$ cat src/rtl/pipeline_sequencer.sv
// rtl/pipeline_sequencer.sv - stage-enable and hazard FSM for the 5-stage RV32IM pipeline
module pipeline_sequencer #(
    parameter int MRET_DRAIN_CYCLES = 3,
    parameter int COUNT_W           = 32
) (
    input  logic               CLK,
    input  logic               RSTN,
    input  logic               INST_VALID,
    input  logic               CONDITIONAL_JUMP,
    input  logic               MRET,
    input  logic [4:0]         DEC_RS1,
    input  logic [4:0]         DEC_RS2,
    input  logic [4:0]         EX_RD,
    input  logic               EX_IS_LOAD,
    input  logic               BR_RESOLVED,
    input  logic               BR_TAKEN,
    input  logic               MD_START,
    input  logic               MD_DONE,
    output logic               FETCH_ENABLED,
    output logic               DECODER_ENABLED,
    output logic               EXEC_ENABLED,
    output logic               MEM_ENABLED,
    output logic               WB_ENABLED,
    output logic               BUBBLE,
    output logic               FLUSH,
    output logic [2:0]         STATE,
    output logic [COUNT_W-1:0] STALL_COUNT
);

    typedef enum logic [2:0] {
        S_IDLE       = 3'd0,
        S_RUN        = 3'd1,
        S_LOAD_STALL = 3'd2,
        S_BR_WAIT    = 3'd3,
        S_MD_BUSY    = 3'd4,
        S_MRET_DRAIN = 3'd5,
        S_FLUSH      = 3'd6
    } state_t;

    localparam logic [3:0] DRAIN_INIT = 4'(MRET_DRAIN_CYCLES - 1);

    state_t     state;
    state_t     state_nxt;
    logic [3:0] drain;
    logic [3:0] drain_nxt;
    logic       load_use;
    logic [6:0] outs;

    assign load_use = INST_VALID & EX_IS_LOAD & (EX_RD != 5'd0) &
                      ((EX_RD == DEC_RS1) | (EX_RD == DEC_RS2));

    always_ff @(posedge CLK) begin
        if (!RSTN) begin
            state <= S_IDLE;
            drain <= 4'd0;
        end else begin
            state <= state_nxt;
            drain <= drain_nxt;
        end
    end

    always_comb begin
        state_nxt = S_IDLE;
        drain_nxt = drain;
        case (state)
            S_IDLE:       state_nxt = INST_VALID ? S_RUN : S_IDLE;
            S_RUN: begin
                // Priority order: mul/div, load-use, mret, branch
                if (MD_START)                            state_nxt = S_MD_BUSY;
                else if (load_use)                       state_nxt = S_LOAD_STALL;
                else if (INST_VALID && MRET) begin
                    state_nxt = S_MRET_DRAIN;
                    drain_nxt = DRAIN_INIT;
                end
                else if (INST_VALID && CONDITIONAL_JUMP) state_nxt = S_BR_WAIT;
                else                                     state_nxt = S_RUN;
            end
            S_LOAD_STALL: state_nxt = S_RUN;
            S_BR_WAIT: begin
                if (BR_RESOLVED) state_nxt = BR_TAKEN ? S_FLUSH : S_RUN;
                else             state_nxt = S_BR_WAIT;
            end
            S_MD_BUSY:    state_nxt = MD_DONE ? S_RUN : S_MD_BUSY;
            S_MRET_DRAIN: begin
                if (drain == 4'd0) begin
                    state_nxt = S_FLUSH;
                end else begin
                    state_nxt = S_MRET_DRAIN;
                    drain_nxt = drain - 4'd1;
                end
            end
            S_FLUSH:      state_nxt = S_RUN;
            default:      state_nxt = S_IDLE;
        endcase
    end

    // Moore decode, bit order F D E M W BUBBLE FLUSH
    always_comb begin
        outs = 7'b0000000;
        case (state)
            S_RUN:        outs = 7'b1111100;
            S_LOAD_STALL: outs = 7'b0011110;
            S_BR_WAIT:    outs = 7'b0011100;
            S_MD_BUSY:    outs = 7'b0001100;
            S_MRET_DRAIN: outs = 7'b0011100;
            S_FLUSH:      outs = 7'b1001101;
            default:      outs = 7'b0000000;
        endcase
    end

    assign {FETCH_ENABLED, DECODER_ENABLED, EXEC_ENABLED, MEM_ENABLED,
            WB_ENABLED, BUBBLE, FLUSH} = outs;
    assign STATE = state;

    always_ff @(posedge CLK) begin
        if (!RSTN) begin
            STALL_COUNT <= '0;
        end else if (state != S_IDLE && state != S_RUN && STALL_COUNT != '1) begin
            STALL_COUNT <= STALL_COUNT + 1'b1;
        end
    end

endmodule

$ cat config.mk
export PLATFORM = sky130hd
export DESIGN_NAME = pipeline_sequencer
export DESIGN_NICKNAME = d
export VERILOG_FILES = /design/src/rtl/pipeline_sequencer.sv
export SDC_FILE = /design/constraint.sdc
export NUM_CORES = 1
export LEC_CHECK = 0
export CAP_MARGIN = 0
export CORE_UTILIZATION = 53
export CTS_BUF_LIST = sky130_fd_sc_hd__clkbuf_8
export CTS_CLUSTER_DIAMETER = 120
export DETAILED_ROUTE_END_ITERATION = 12
export MAX_ROUTING_LAYER = met4
export PLACE_DENSITY = 0.88
export SLEW_MARGIN = 5
export SYNTH_ARGS = -nofsm -noshare
export SYNTH_HDL_FRONTEND = slang
export SYNTH_SLANG_ARGS = --single-unit
$ cat constraint.sdc
create_clock -name CLK -period 4.1 [get_ports CLK]
set_clock_uncertainty 0.05 [all_clocks]
set_input_delay 0.82 -clock CLK [delete_from_list [all_inputs] [get_ports CLK]]
set_output_delay 0.82 -clock CLK [all_outputs]
set_load 0.01 [all_outputs]
Yosys cells after proc, flatten, opt, wreduce, memory -nomap -nowiden
Cells that the tools add are included.
Operators by class
  $add $sub $neg: 2
  equal/unequal tests: 14
  muxes and demuxes: 16
  bitwise gates (word level): 4
  reduce and logical (&&, ||, !) cells: 12
Operator list (number)
  7-bit case mux with 5 select lines: 1
  32-bit by 1-bit adder with 32-bit output, second input constant: 1
  32-bit != test, second input constant: 1
  3-bit 2-to-1 mux: 6
  3-bit case mux with 6 select lines: 1
  4-bit 2-to-1 mux: 4
  5-bit equality test: 2
  3-bit equality test, second input constant: 3
  2-bit != test, second input constant: 4
  4-bit case mux with 2 select lines: 1
  3-bit by 2-bit equality test with 1-bit output, second input constant: 2
  5-bit AND reduction: 1
  5-bit nonzero test: 1
  1-bit logical AND: 4
  4-bit logical NOT: 1
  2-bit 2-to-1 mux: 2
  2-bit OR reduction: 2
  4-bit by 1-bit subtractor with 4-bit output, second input constant: 1
  1-bit bitwise AND: 3
  3-bit by 1-bit equality test with 1-bit output, second input constant: 1
  3-bit logical NOT: 1
  3-bit by 1-bit != test with 1-bit output, second input constant: 1
  3-bit nonzero test: 1
  2-bit nonzero test: 1
  2 further kinds: 2
Storage, ports and cells
  register bits after elaboration: 39
  bits of input ports: 25
  output and inout bits: 42
  logic and storage cells: 51

Longest topological paths before layout
Gate-level depths: netlist of run 1.
  depth after elaboration: 6
  mapped depth: 8

Worst setup path after synthesis of run 1
OpenSTA, ideal clock, no wires.
  path type: input port to flip-flop
  start point: input port EX_RD[0]
  end point: register drain[0]
  library setup time: 145 ps
  arrival time: 2260 ps
  slack: 1645 ps
  stages on the path: 4
  path buffers: 0
  cell sequence: or3_1 -> o311a_1 -> a2111oi_0 -> o31ai_1
On the way
  word-level cells in the longest chain between the ends: 5
  elaborated cells on any way between the ends: 8
  classes of those cells: eq/ne: 3; bitwise: 3; reduce/logical: 2
Ends and longest elaborated chain
  from (decl): line 13  | input logic [4:0] EX_RD,
  5-bit equality test or 5-bit nonzero test (tied branches): line 50, 49
  1-bit OR or 1-bit bitwise AND (tied branches): line 50, 49
  1-bit bitwise AND (*): line 49  | assign load_use = INST_VALID & EX_IS_LOAD & (EX_RD != 5'd0) &
  2-bit != test (no source line) (*)
  5-bit AND reduction (no source line) (*)
  to (signal assigned): line 58  | drain <= drain_nxt;
  to (decl): line 44  | logic [3:0] drain;
Every way passes the cells marked *; elsewhere a longest branch is shown, timed or not.
A chain may end at the register's enable or synchronous reset.

Final worst setup path of run 1
  start point: register state[0] (netlist: STATE[0])
  end point: output port FETCH_ENABLED
On the way
  word-level cells in the longest chain between the ends: 3
  elaborated cells on any way between the ends: 8
  classes of those cells: eq/ne: 6; mux: 1; reduce/logical: 1
Ends and longest elaborated chain
  from (decl): line 42  | state_t state;
  from (signal assigned): line 57  | state <= state_nxt;
  3-bit equality test or 3-bit by 2-bit equality test with 1-bit output (tied branches): line 100  | case (state)
  2-bit OR reduction (no source line)
  7-bit case mux with 5 select lines (*): line 100
  to (decl): line 19  | output logic FETCH_ENABLED,
Marks and branches as above.

==> results of run 1 <==
==> through the flow <==
step / worst slack [ps] / instances
floorplan: 1645 / 282
global placement: 1011 / 382
detailed placement: 952.3 / 382
CTS: 1156 / 390
global route: 1018 / 390
finish: 1157 / 390
==> cell type report <==
cell class	instances	share of cell area [%]
multi-input combinational	214	44.74
sequential	39	25.43
timing repair buffer	68	22.00
clock buffer	5	2.241
clock inverter	3	2.200
tap	50	2.037
inverter	11	1.345
==> final timing paths <==
| check | from | end | cells after the start |
|---|---|---|---|
| setup / recovery | STATE[0] | FETCH_ENABLED | 3 |
| hold / removal | STALL_COUNT[10] | STALL_COUNT[10] | 2 |
| setup reg to reg | STATE[2] | STALL_COUNT[30] | 5 |
| hold reg to reg | STALL_COUNT[10] | STALL_COUNT[10] | 2 |
==> cell families after synthesis <==
group	synth area share, %
muxes	1.324
xor gates and xnor gates	10.42
and+or+nand+nor	27.80
AOI/OAI and AO/OA	19.08
DFF	34.42
adders and majority gates	1.655
buffers and inverters	5.295
==> layout by cell type (no fill, tap or decap), types with 4 or more instances in the layout <==
| cell type | instances |
|---|---|
| sky130_fd_sc_hd__and4_1 | 4 |
| sky130_fd_sc_hd__nor2_1 | 27 |
| sky130_fd_sc_hd__a21oi_1 | 15 |
| sky130_fd_sc_hd__or3_1 | 5 |
| sky130_fd_sc_hd__inv_1 | 11 |
| sky130_fd_sc_hd__a211oi_1 | 4 |
| sky130_fd_sc_hd__nand2_1 | 26 |
| sky130_fd_sc_hd__nand2b_1 | 4 |
| sky130_fd_sc_hd__dfxtp_1 | 39 |
| sky130_fd_sc_hd__a31oi_1 | 4 |
| sky130_fd_sc_hd__or4_1 | 6 |
| sky130_fd_sc_hd__o31ai_1 | 8 |
| sky130_fd_sc_hd__o21ai_0 | 9 |
| sky130_fd_sc_hd__clkbuf_8 | 5 |
| sky130_fd_sc_hd__nand3_1 | 15 |
| sky130_fd_sc_hd__xnor2_1 | 26 |
| sky130_fd_sc_hd__nor4_1 | 6 |
| sky130_fd_sc_hd__nand4_1 | 8 |
| sky130_fd_sc_hd__a2111oi_0 | 4 |
| sky130_fd_sc_hd__clkdlybuf4s50_1 | 66 |
==> power by group through the flow <==
stage	clock network, uW	registers [uW]	logic, uW
after global routing	407	399	132
final	386	397	122
after global placement	0	406	121
after CTS	389	397	123
after detailed placement	0	406	123
after floorplan	0	401	64.9
==> per-layer routing <==
metal / part of all wire, % / wire (um) / up-vias / global-route usage (%)
met5: 0 / 0 / - / -
met4: 0.87 / 48 / 0 / 10.11
met3: 4.1 / 224 / 7 / 4.899
met2: 50 / 2761 / 57 / 46.13
met1: 45 / 2467 / 1088 / 30.43
li1: - / - / 1144 / -
==> critical path, delay by kind of cell, from the launching register on <==
kind | cells | cell delay (ps)
and+or+nand+nor | 1 | 560
buffers and inverters | 1 | 560
AOI/OAI and AO/OA | 1 | 100
DFF | 1 | 560
==> flip-flops by register name, summed over array words and instances (netlist names) <==
register	cells
drain	4
STATE	3
STALL_COUNT	32
==> impl_results.rst, run 1 <==
.. list-table::
   :header-rows: 1

   * - Metric
     - Value
   * - Area of the multi-input gates
     - around 0.0014 mm^2
   * - Arrival @ worst endpoint
     - 2070 ps
   * - Global-route total usage across every layer
     - between 20% and 30%
   * - Async set or reset register ratio after synthesis
     - 0%
   * - Num CTS Buffers
     - 5
   * - Run status
     - completed
   * - Leakage power
     - 0.0009518 uW
   * - Portion of total power attributed to sequential cells
     - between 40% and 50%
   * - Starting density of the core
     - a little under three fifths
   * - Count of flip-flops with a built-in enable after synthesis
     - 0
   * - Die outline area
     - between 0.004 and 0.005 mm^2
   * - Clock root cell
     - sky130_fd_sc_hd__clkbuf_8
   * - Setup TNS
     - 0 ps
   * - FF/Latch Area
     - 780.7 um^2
   * - Cell taking the most area after synthesis
     - sky130_fd_sc_hd__dfxtp_1
   * - Wire length of the first global-routing pass
     - a little over 9 mm
   * - Maximum fanout along the worst path
     - 13
   * - Cell area after placement
     - between 0.002 and 0.003 mm^2
   * - Maximum clock path buffer count
     - 2
   * - Clock tree from TritonCTS
     - done
   * - Sw Ratio
     - 23.14%
   * - Setup Crit Path Kind
     - reg -> out
   * - Initial DRT Pass Iterations
     - 4
   * - Most common cell in the synthesized netlist
     - sky130_fd_sc_hd__dfxtp_1
   * - Ys Warns
     - 0
   * - Quantity of hold-fixing buffers added after cts
     - 0
   * - Placeable core region
     - just over 0.004 mm^2
   * - Worst max-slew margin expressed relative to the limit
     - 40.43%
   * - Htree depth
     - 2
   * - Total Routed Length
     - 5.502 mm
   * - Antenna Violating Nets Remaining
     - 0
   * - Total non-filler cell area in the finished layout
     - 0.003070 mm^2
   * - Total number of clock tree sinks
     - 39
   * - Vias in the first global route
     - around 2200
   * - Internal power
     - around 700 uW
   * - Worst Path Required
     - about 3200 ps
   * - Die X-Extent
     - roughly 67 um
   * - Die extent in y
     - slightly below 70 um
   * - Util after Layout
     - 75.67%
   * - DRC violations left
     - 0
   * - Synthesized area
     - around 0.0023 mm^2
   * - Clk Latency, worst-skew pair
     - 300 ps
   * - Fin crit share
     - 71.78%
   * - Critical Path Source Type
     - register
   * - Cell types occupying the most area after synthesis
     - sky130_fd_sc_hd__dfxtp_1 34%, sky130_fd_sc_hd__xnor2_1 10%, sky130_fd_sc_hd__nor2_1 4.5%
   * - Distinct cell type count after synthesis
     - about 50
   * - Detail-routed via count per cell
     - roughly 5.9
   * - Pin slew with the least headroom to its limit
     - around 900 ps
   * - Overall via count from detail_route
     - roughly 2300
   * - Per-instance average area after synthesis
     - slightly above 8 um^2
   * - Path category of the worst min-delay check
     - reg -> reg
   * - Unrepaired setup endpoints after global routing
     - no
   * - Setup bufs post-CTS
     - 0
   * - Final count of negative-setup-slack endpoints
     - 0
   * - Drt wl/cell
     - ~14 um
   * - Number of nets in the finished design
     - roughly 370
   * - Number of instances resized during post-cts repair
     - 0
   * - Weighted congestion reported at the end of routability-driven placement
     - 0.8626
   * - Leftover overflow at the end of global routing
     - 0
   * - Sequence of cells on the critical path
     - or3b_2 > o21ai_0 > clkdlybuf4s50_1
   * - Initial DRC count
     - 129
   * - Number of cells produced by synthesis
     - between 200 and 300
   * - Area growth syn-to-layout
     - 35.36%
   * - Portion of the post-synthesis area used by sequential elements
     - about a third
   * - Number of hold-slack violations in the final timing report
     - 0
   * - Main flop type after synthesis
     - sky130_fd_sc_hd__dfxtp_1
   * - Relative contribution of combinational cells to total power
     - a little over an eighth
   * - Fraction of layout instances using a drive strength above 1
     - approximately 4.4%
   * - Total nets after synthesis
     - 310
   * - Number of antenna violations at the first check in global routing
     - 0
   * - Pwr dens
     - around 290 mW/mm^2
   * - HPWL after detailed placement
     - a little under 4 mm
   * - Critical-path top delay cell
     - sky130_fd_sc_hd__dfxtp_1
   * - Part of the total power dissipated in the clock network
     - between 40% and 50%
   * - Endpoint kind of the worst setup timing path
     - output pin
   * - Area share of the largest cell type after synthesis
     - approximately 34%
   * - Critical Path Max Stage Delay
     - around 560 ps
   * - Maximum clock frequency
     - 339.8 MHz
   * - Synthesis-stage register bit count
     - 39
   * - Switching component of the power
     - 209.5 uW
   * - Count of buffers inserted at the top-level ports
     - 66
   * - Max_cap viols
     - 0
   * - IO Count
     - 67
   * - Final Hold Slack
     - roughly 440 ps
   * - Post-route minimum period
     - between 2000 and 3000 ps
   * - Clock transition at the registers of the reported paths
     - approximately 80 ps
   * - Total power draw
     - ~910 uW
   * - Post-synth top cells
     - 39 x sky130_fd_sc_hd__dfxtp_1, 27 x sky130_fd_sc_hd__nor2_1, 26 x sky130_fd_sc_hd__nand2_1, 26 x sky130_fd_sc_hd__xnor2_1, 16 x sky130_fd_sc_hd__clkbuf_1
   * - Peak supply drop
     - roughly 350 uV
   * - Row cnt
     - 23
   * - FILL cells
     - 320
   * - Max-slew violation count
     - 0
   * - Maximum number of pins on one net before global-route repair
     - 30
   * - Number of diodes added for antenna fixing
     - 0
   * - Setup slack, reg-to-reg
     - ~1500 ps
Power figures use the tool's default switching activity.
==> inputs of run 2 (changes only) <==
--- a/config.mk
+++ b/config.mk
@@ -6,12 +6,12 @@
 export NUM_CORES = 1
 export LEC_CHECK = 0
 export CAP_MARGIN = 0
-export CORE_UTILIZATION = 53
+export CORE_UTILIZATION = 49
 export CTS_BUF_LIST = sky130_fd_sc_hd__clkbuf_8
 export CTS_CLUSTER_DIAMETER = 120
 export DETAILED_ROUTE_END_ITERATION = 12
 export MAX_ROUTING_LAYER = met4
-export PLACE_DENSITY = 0.88
+export PLACE_DENSITY = 0.83
 export SLEW_MARGIN = 5
 export SYNTH_ARGS = -nofsm -noshare
 export SYNTH_HDL_FRONTEND = slang
==> constraint.sdc (replaced) <==
create_clock -name CLK -period 3.1 [get_ports CLK]
set_clock_uncertainty 0.05 [all_clocks]
set_input_delay 0.62 -clock CLK [delete_from_list [all_inputs] [get_ports CLK]]
set_output_delay 0.62 -clock CLK [all_outputs]
set_load 0.01 [all_outputs]
==> run 2 against run 1 <==
  * Hold slack lost 5.5 ps
  * Final cell count is 0.77% higher
  * Power is 11% higher
  * Register-to-register slack worse by 980 ps
  * Setup slack got worse by 820 ps
  * Die area is 7.9% higher
  * Count of clock-buffer cells in the layout did not move
  * Via count is 0.57% lower
  * Global-route usage fell by 2.1 points
  * Sequential share of layout area up 0.33 points
==> impl_results.rst, run 2 (synthesis gave the netlist of run 1 again) <==
.. list-table::
   :header-rows: 1

   * - Metric
     - Value
   * - Global-route total usage across every layer
     - approximately a quarter
   * - Relative contribution of combinational cells to total power
     - 16.5%
   * - Most common cell after layout, fill and taps aside
     - sky130_fd_sc_hd__clkdlybuf4s50_1
   * - Switching component of the power
     - ~250 uW
   * - Row cnt
     - 24
   * - Post-route minimum period
     - between 2000 and 3000 ps
   * - Peak supply drop
     - 237.5 uV
   * - Clk Latency, worst-skew pair
     - slightly below 300 ps
   * - Maximum clock path buffer count
     - 2
   * - Weighted congestion reported at the end of routability-driven placement
     - roughly 0.8
   * - Setup bufs post-CTS
     - 0
   * - Maximum clock frequency
     - about 360 MHz
   * - Placeable core region
     - ~0.0044 mm^2
   * - Leftover overflow at the end of global routing
     - 0
   * - Instance count after placement with tap cells included
     - approximately 390
   * - Die outline area
     - 0.004906 mm^2
   * - Cell count of the worst hold path
     - 2
   * - Maximum number of pins on one net before global-route repair
     - 23
   * - Vias in the first global route
     - 2241
   * - Wire length of the first global-routing pass
     - 9.646 mm
   * - Worst Path Required
     - about 2400 ps
   * - Internal power
     - approximately 750 uW
   * - Count of buffers inserted at the top-level ports
     - 66
   * - Die X-Extent
     - about 70 um
   * - Endpoint kind of the worst setup timing path
     - output pin
   * - Sw Ratio
     - between 20% and 30%
   * - FILL cells
     - approximately 360
   * - Portion of total power attributed to sequential cells
     - approximately 53%
   * - Number of instances resized during post-cts repair
     - 0
   * - Initial DRT Pass Iterations
     - 4
   * - Final cell count without fillers
     - between 300 and 400
   * - Commonest cells after routing, fill and taps aside
     - 66 x sky130_fd_sc_hd__clkdlybuf4s50_1, 39 x sky130_fd_sc_hd__dfxtp_1, 27 x sky130_fd_sc_hd__nor2_1, 26 x sky130_fd_sc_hd__nand2_1, 26 x sky130_fd_sc_hd__xnor2_1
   * - Area of the multi-input gates
     - 0.001374 mm^2
   * - Total Routed Length
     - approximately 5.5 mm
   * - Fraction of layout instances using a drive strength above 1
     - around 4.4%
   * - Detail-routed via count per cell
     - 5.809
   * - Critical Path Source Type
     - register
   * - Number of antenna violations at the first check in global routing
     - 0
   * - Maximum fanout along the worst path
     - 13
   * - Largest Register
     - STALL_COUNT
   * - Number of nets in the finished design
     - 370
   * - Flip-flop count of the largest register, all copies and words added
     - 32
   * - Clock root cell
     - sky130_fd_sc_hd__clkbuf_8
   * - Max_cap viols
     - 0
   * - Initial DRC count
     - 157
   * - Starting density of the core
     - 51.39%
   * - Cell count of the worst reg-to-reg path
     - 5
   * - Die extent in y
     - around 70 um
   * - Run status
     - completed
   * - HPWL after detailed placement
     - 3.992 mm
   * - Clock transition at the registers of the reported paths
     - approximately 70 ps
   * - Num CTS Buffers
     - 5
   * - Unrepaired setup endpoints after global routing
     - no
   * - Worst max-slew margin expressed relative to the limit
     - about three fifths
   * - Fin crit share
     - about nine tenths
   * - IO Count
     - 67
   * - Pwr dens
     - roughly 330 mW/mm^2
   * - Drt wl/cell
     - approximately 14 um
   * - Part of the total power dissipated in the clock network
     - a little under a third
   * - Max-slew violation count
     - 0
   * - Area growth syn-to-layout
     - 33.65%
   * - Arrival @ worst endpoint
     - around 2100 ps
   * - Pin slew with the least headroom to its limit
     - roughly 560 ps
   * - Number of diodes added for antenna fixing
     - 0
   * - Quantity of hold-fixing buffers added after cts
     - 0
   * - Leakage power
     - ~0.00094 uW
   * - DRC violations left
     - 0
   * - Number of hold-slack violations in the final timing report
     - 0
   * - Path category of the worst min-delay check
     - reg -> reg
   * - Total number of clock tree sinks
     - 39
   * - Htree depth
     - 2
   * - Setup TNS
     - 0 ps
   * - Final count of negative-setup-slack endpoints
     - 0
   * - Antenna Violating Nets Remaining
     - 0
   * - Setup Crit Path Kind
     - reg -> out
   * - FF/Latch Area
     - roughly 800 um^2
   * - Overall via count from detail_route
     - 2283
   * - Clock tree from TritonCTS
     - done
-- run 2: final timing paths --
check | from | endpoint | slack [ps]
worst max-delay path | STATE[0] | FETCH_ENABLED | 340
worst min-delay path | STALL_COUNT[10] | STALL_COUNT[10] | 430
worst max register to register | STATE[2] | STALL_COUNT[30] | 510
worst min register to register | STALL_COUNT[10] | STALL_COUNT[10] | 430
-- run 2: metrics by stage --
step | worst slack, ps | area (um^2) | power, uW | util, % | hold slack, ps
global placement | 409.6 | 2959 | 699.1 | 67.04 | 405.5
CTS | 347.2 | 3032 | 1009 | 68.68 | 434.7
detailed placement | 381.5 | 2959 | 702.1 | 67.04 | 425.1
finish | 339.7 | 3032 | 1002 | 68.68 | 429.8
global route | 264.4 | 3032 | 1045 | 68.68 | 477.1
floorplan | 845.1 | 2268 | 615.9 | - | 393.0
-- run 2: power groups by stage --
stage | clock network (uW) | registers, uW | logic [uW]
finish | 311 | 526 | 165
global route | 339 | 527 | 179
CTS | 318 | 525 | 166
floorplan | 0 | 530 | 85.9
detailed placement | 0 | 537 | 165
global placement | 0 | 536 | 163
-- run 2: cell type report --
class,instances,share of cell area (%)
Multi-Input combinational cell,214,45.32
Sequential cell,39,25.75
Timing Repair Buffer,71,23.03
Clock buffer,5,2.270
Tap cell,52,2.146
Inverter,11,1.362
Clock inverter,1,0.1238
-- run 2: critical path: stages (launching register included) --
cell	delay, ps
sky130_fd_sc_hd__dfxtp_1	570
sky130_fd_sc_hd__or3b_2	560
sky130_fd_sc_hd__o21ai_0	110
sky130_fd_sc_hd__clkdlybuf4s50_1	560
-- run 2: per-layer routing --
| layer | share of wire [%] | global-route usage [%] | vias up |
|---|---|---|---|
| met2 | 50 | 41.24 | 56 |
| met1 | 44 | 29.11 | 1071 |
| li1 | - | - | 1149 |
| met4 | 1.3 | 9.556 | 0 |
| met5 | 0 | - | - |
| met3 | 4.2 | 4.618 | 7 |
==> inputs of run 3 (changes only) <==
==> constraint.sdc (replaced) <==
create_clock -name CLK -period 3.1 [get_ports CLK]
set_clock_uncertainty 0.05 [all_clocks]
set_input_delay 0.62 -clock CLK [delete_from_list [all_inputs] [get_ports CLK]]
set_output_delay 0.62 -clock CLK [all_outputs]
set_load 0.02 [all_outputs]
==> run 3 against run 2 <==
  * Via count is 0.48% higher
  * Clock power hardly changed
  * Non-clock buffer count stayed put
  * Register-to-register slack better by 60 ps
==> impl_results.rst, run 3 (synthesis gave the netlist of run 1 again) <==
.. list-table::
   :header-rows: 1

   * - Metric
     - Value
   * - Number of antenna violations at the first check in global routing
     - 0
   * - Vias in the first global route
     - 2134
   * - Total number of clock tree sinks
     - 39
   * - Drt wl/cell
     - approximately 14 um
   * - Total power draw
     - approximately 1000 uW
   * - Arrival @ worst endpoint
     - roughly 2200 ps
   * - Sequence of cells on the critical path
     - or3b_2 > o21ai_0 > clkdlybuf4s50_1
   * - Cell area after placement
     - 0.002959 mm^2
   * - Most common cell after layout, fill and taps aside
     - sky130_fd_sc_hd__clkdlybuf4s50_1
   * - Num CTS Buffers
     - 5
   * - Weighted congestion reported at the end of routability-driven placement
     - around 0.84
   * - Clock root cell
     - sky130_fd_sc_hd__clkbuf_8
   * - Endpoint kind of the worst setup timing path
     - output pin
   * - HPWL after detailed placement
     - about 4.0 mm
   * - Unrepaired setup endpoints after global routing
     - no
   * - Die extent in y
     - around 70 um
   * - Maximum fanout along the worst path
     - 13
   * - Number of nets in the finished design
     - 370
   * - Clock transition at the registers of the reported paths
     - 70 ps
   * - Detail-routed via count per cell
     - 5.837
   * - Cell count of the worst hold path
     - 2
   * - Die outline area
     - roughly 0.0049 mm^2
   * - Internal power
     - 748.4 uW
   * - Total Routed Length
     - roughly 5.5 mm
   * - FILL cells
     - between 300 and 400
   * - Util after Layout
     - 68.68%
   * - Max-slew violation count
     - 0
   * - Hold path startpoint
     - STALL_COUNT[10]
   * - Portion of total power attributed to sequential cells
     - about half
   * - Area growth syn-to-layout
     - 33.65%
   * - Commonest cells after routing, fill and taps aside
     - 66 x sky130_fd_sc_hd__clkdlybuf4s50_1, 39 x sky130_fd_sc_hd__dfxtp_1, 27 x sky130_fd_sc_hd__nor2_1, 26 x sky130_fd_sc_hd__nand2_1, 26 x sky130_fd_sc_hd__xnor2_1
   * - Largest Register
     - STALL_COUNT
   * - Count of buffers inserted at the top-level ports
     - 66
   * - Worst max-slew margin expressed relative to the limit
     - 52.09%
   * - Path category of the worst min-delay check
     - reg -> reg
   * - Final count of negative-setup-slack endpoints
     - 0
   * - Clock tree from TritonCTS
     - done
   * - Fin crit share
     - 90.90%
   * - Antenna Violating Nets Remaining
     - 0
   * - Peak supply drop
     - between 200 and 250 uV
   * - Maximum clock path buffer count
     - 2
   * - Sw Ratio
     - 26.42%
   * - Maximum number of pins on one net before global-route repair
     - 23
   * - Leakage power
     - between 0.0009 and 0.001 uW
   * - Endpoint of the worst hold-timing path
     - STALL_COUNT[10]
   * - Total non-filler cell area in the finished layout
     - 0.003032 mm^2
   * - Flip-flop count of the largest register, all copies and words added
     - 32
   * - DRC violations left
     - 0
   * - Max_cap viols
     - 0
   * - Initial DRT Pass Iterations
     - 5
   * - Leftover overflow at the end of global routing
     - 0
   * - Worst R2R Start
     - STATE[2]
   * - Number of diodes added for antenna fixing
     - 0
   * - Number of instances resized during post-cts repair
     - 0
   * - Cell count of the worst reg-to-reg path
     - 5
   * - Global-route total usage across every layer
     - between 20% and 30%
   * - Final Hold Slack
     - roughly 420 ps
   * - Setup TNS
     - 0 ps
   * - Starting density of the core
     - around half
   * - Clk Latency, worst-skew pair
     - ~290 ps
   * - Wire length of the first global-routing pass
     - roughly 9.5 mm
   * - IO Count
     - 67
   * - Run status
     - completed
   * - Die X-Extent
     - ~70 um
   * - Pwr dens
     - ~340 mW/mm^2
   * - Pin slew with the least headroom to its limit
     - 700.6 ps
   * - Post-route minimum period
     - about 2800 ps
   * - Setup slack, reg-to-reg
     - 570 ps
   * - Setup bufs post-CTS
     - 0
   * - Switching component of the power
     - approximately 270 uW
   * - Placeable core region
     - 0.004414 mm^2
   * - Critical-path top delay cell
     - sky130_fd_sc_hd__clkdlybuf4s50_1
   * - Worst Path Required
     - between 2000 and 2500 ps
   * - Number of hold-slack violations in the final timing report
     - 0
   * - Critical R2R Capture
     - STALL_COUNT[30]
   * - Maximum clock frequency
     - 354.9 MHz
   * - Part of the total power dissipated in the clock network
     - between 30% and 40%
   * - Critical Path Max Stage Delay
     - 620 ps
   * - Quantity of hold-fixing buffers added after cts
     - 0
   * - Relative contribution of combinational cells to total power
     - 17.6%
   * - Fraction of layout instances using a drive strength above 1
     - approximately 4.4%
   * - Htree depth
     - 2
   * - Initial DRC count
     - between 150 and 200
   * - Overall via count from detail_route
     - 2294
   * - Critical Path Source Type
     - register
   * - Setup Crit Path Kind
     - reg -> out
   * - Row cnt
     - 24
==> run 3: cell counts in the layout (fill, tap and decap cells not counted) <==
No cell type changed its count.
==> run 3: layout make-up <==
type / count / area (um^2) / area share, %
Clock buffer: 5 / 68.82 / 2.270
Clock inverter: 1 / 3.754 / 0.1238
Inverter: 11 / 41.29 / 1.362
Multi-Input combinational cell: 214 / 1374 / 45.32
Sequential cell: 39 / 780.7 / 25.75
Tap cell: 52 / 65.06 / 2.146
Timing Repair Buffer: 71 / 698.2 / 23.03
==> run 3: per-stage QoR <==
| stage | std cells | setup slack [ps] |
|---|---|---|
| floorplan | 282 | 705.2 |
| detailed placement | 387 | 386.2 |
| global placement | 387 | 416.4 |
| finish | 393 | 282.0 |
| CTS | 393 | 280.5 |
| global route | 393 | 206.8 |
==> run 3: power by group through the flow <==
stage                     combinational, uW  clock, uW  sequential [uW]
after global placement                  178          0              537
after detailed placement                180          0              537
after floorplan                        96.0          0              535
after global routing                    195        335              528
after CTS                               181        317              526
final                                   180        312              526
==> run 3: critical path, delay by kind of cell, from the launching register on <==
kind                   cells  cell delay, ps
AOI/OAI and AO/OA          1             110
DFF                        1             560
buffers and inverters      1             620
and+or+nand+nor            1             560
==> run 3: how the worst max path moves through the flow <==
| stage | start | endpoint | slack, ps | cells past startpoint |
|---|---|---|---|---|
| 2_1_floorplan | STATE[2] | WB_ENABLED | 710 | 4 |
| 3_3_place_gp | EX_RD[0] | drain[3] | 420 | 6 |
| 3_5_place_dp | EX_RD[0] | drain[3] | 390 | 6 |
| 4_1_cts | STATE[0] | FETCH_ENABLED | 280 | 3 |
| 5_1_grt | STATE[0] | FETCH_ENABLED | 210 | 3 |
| 6_report | STATE[0] | FETCH_ENABLED | 280 | 3 |
==> run 3: metal layers <==
layer  vias to the layer above  share of wire, %  wire length (um)  GRT usage, %
met5                         -                 0                 0             -
li1                       1151                 -                 -             -
met1                      1078                44              2431         29.39
met3                         6               4.1               226         5.772
met4                         0               1.2                66         6.222
met2                        59                50              2745         41.45
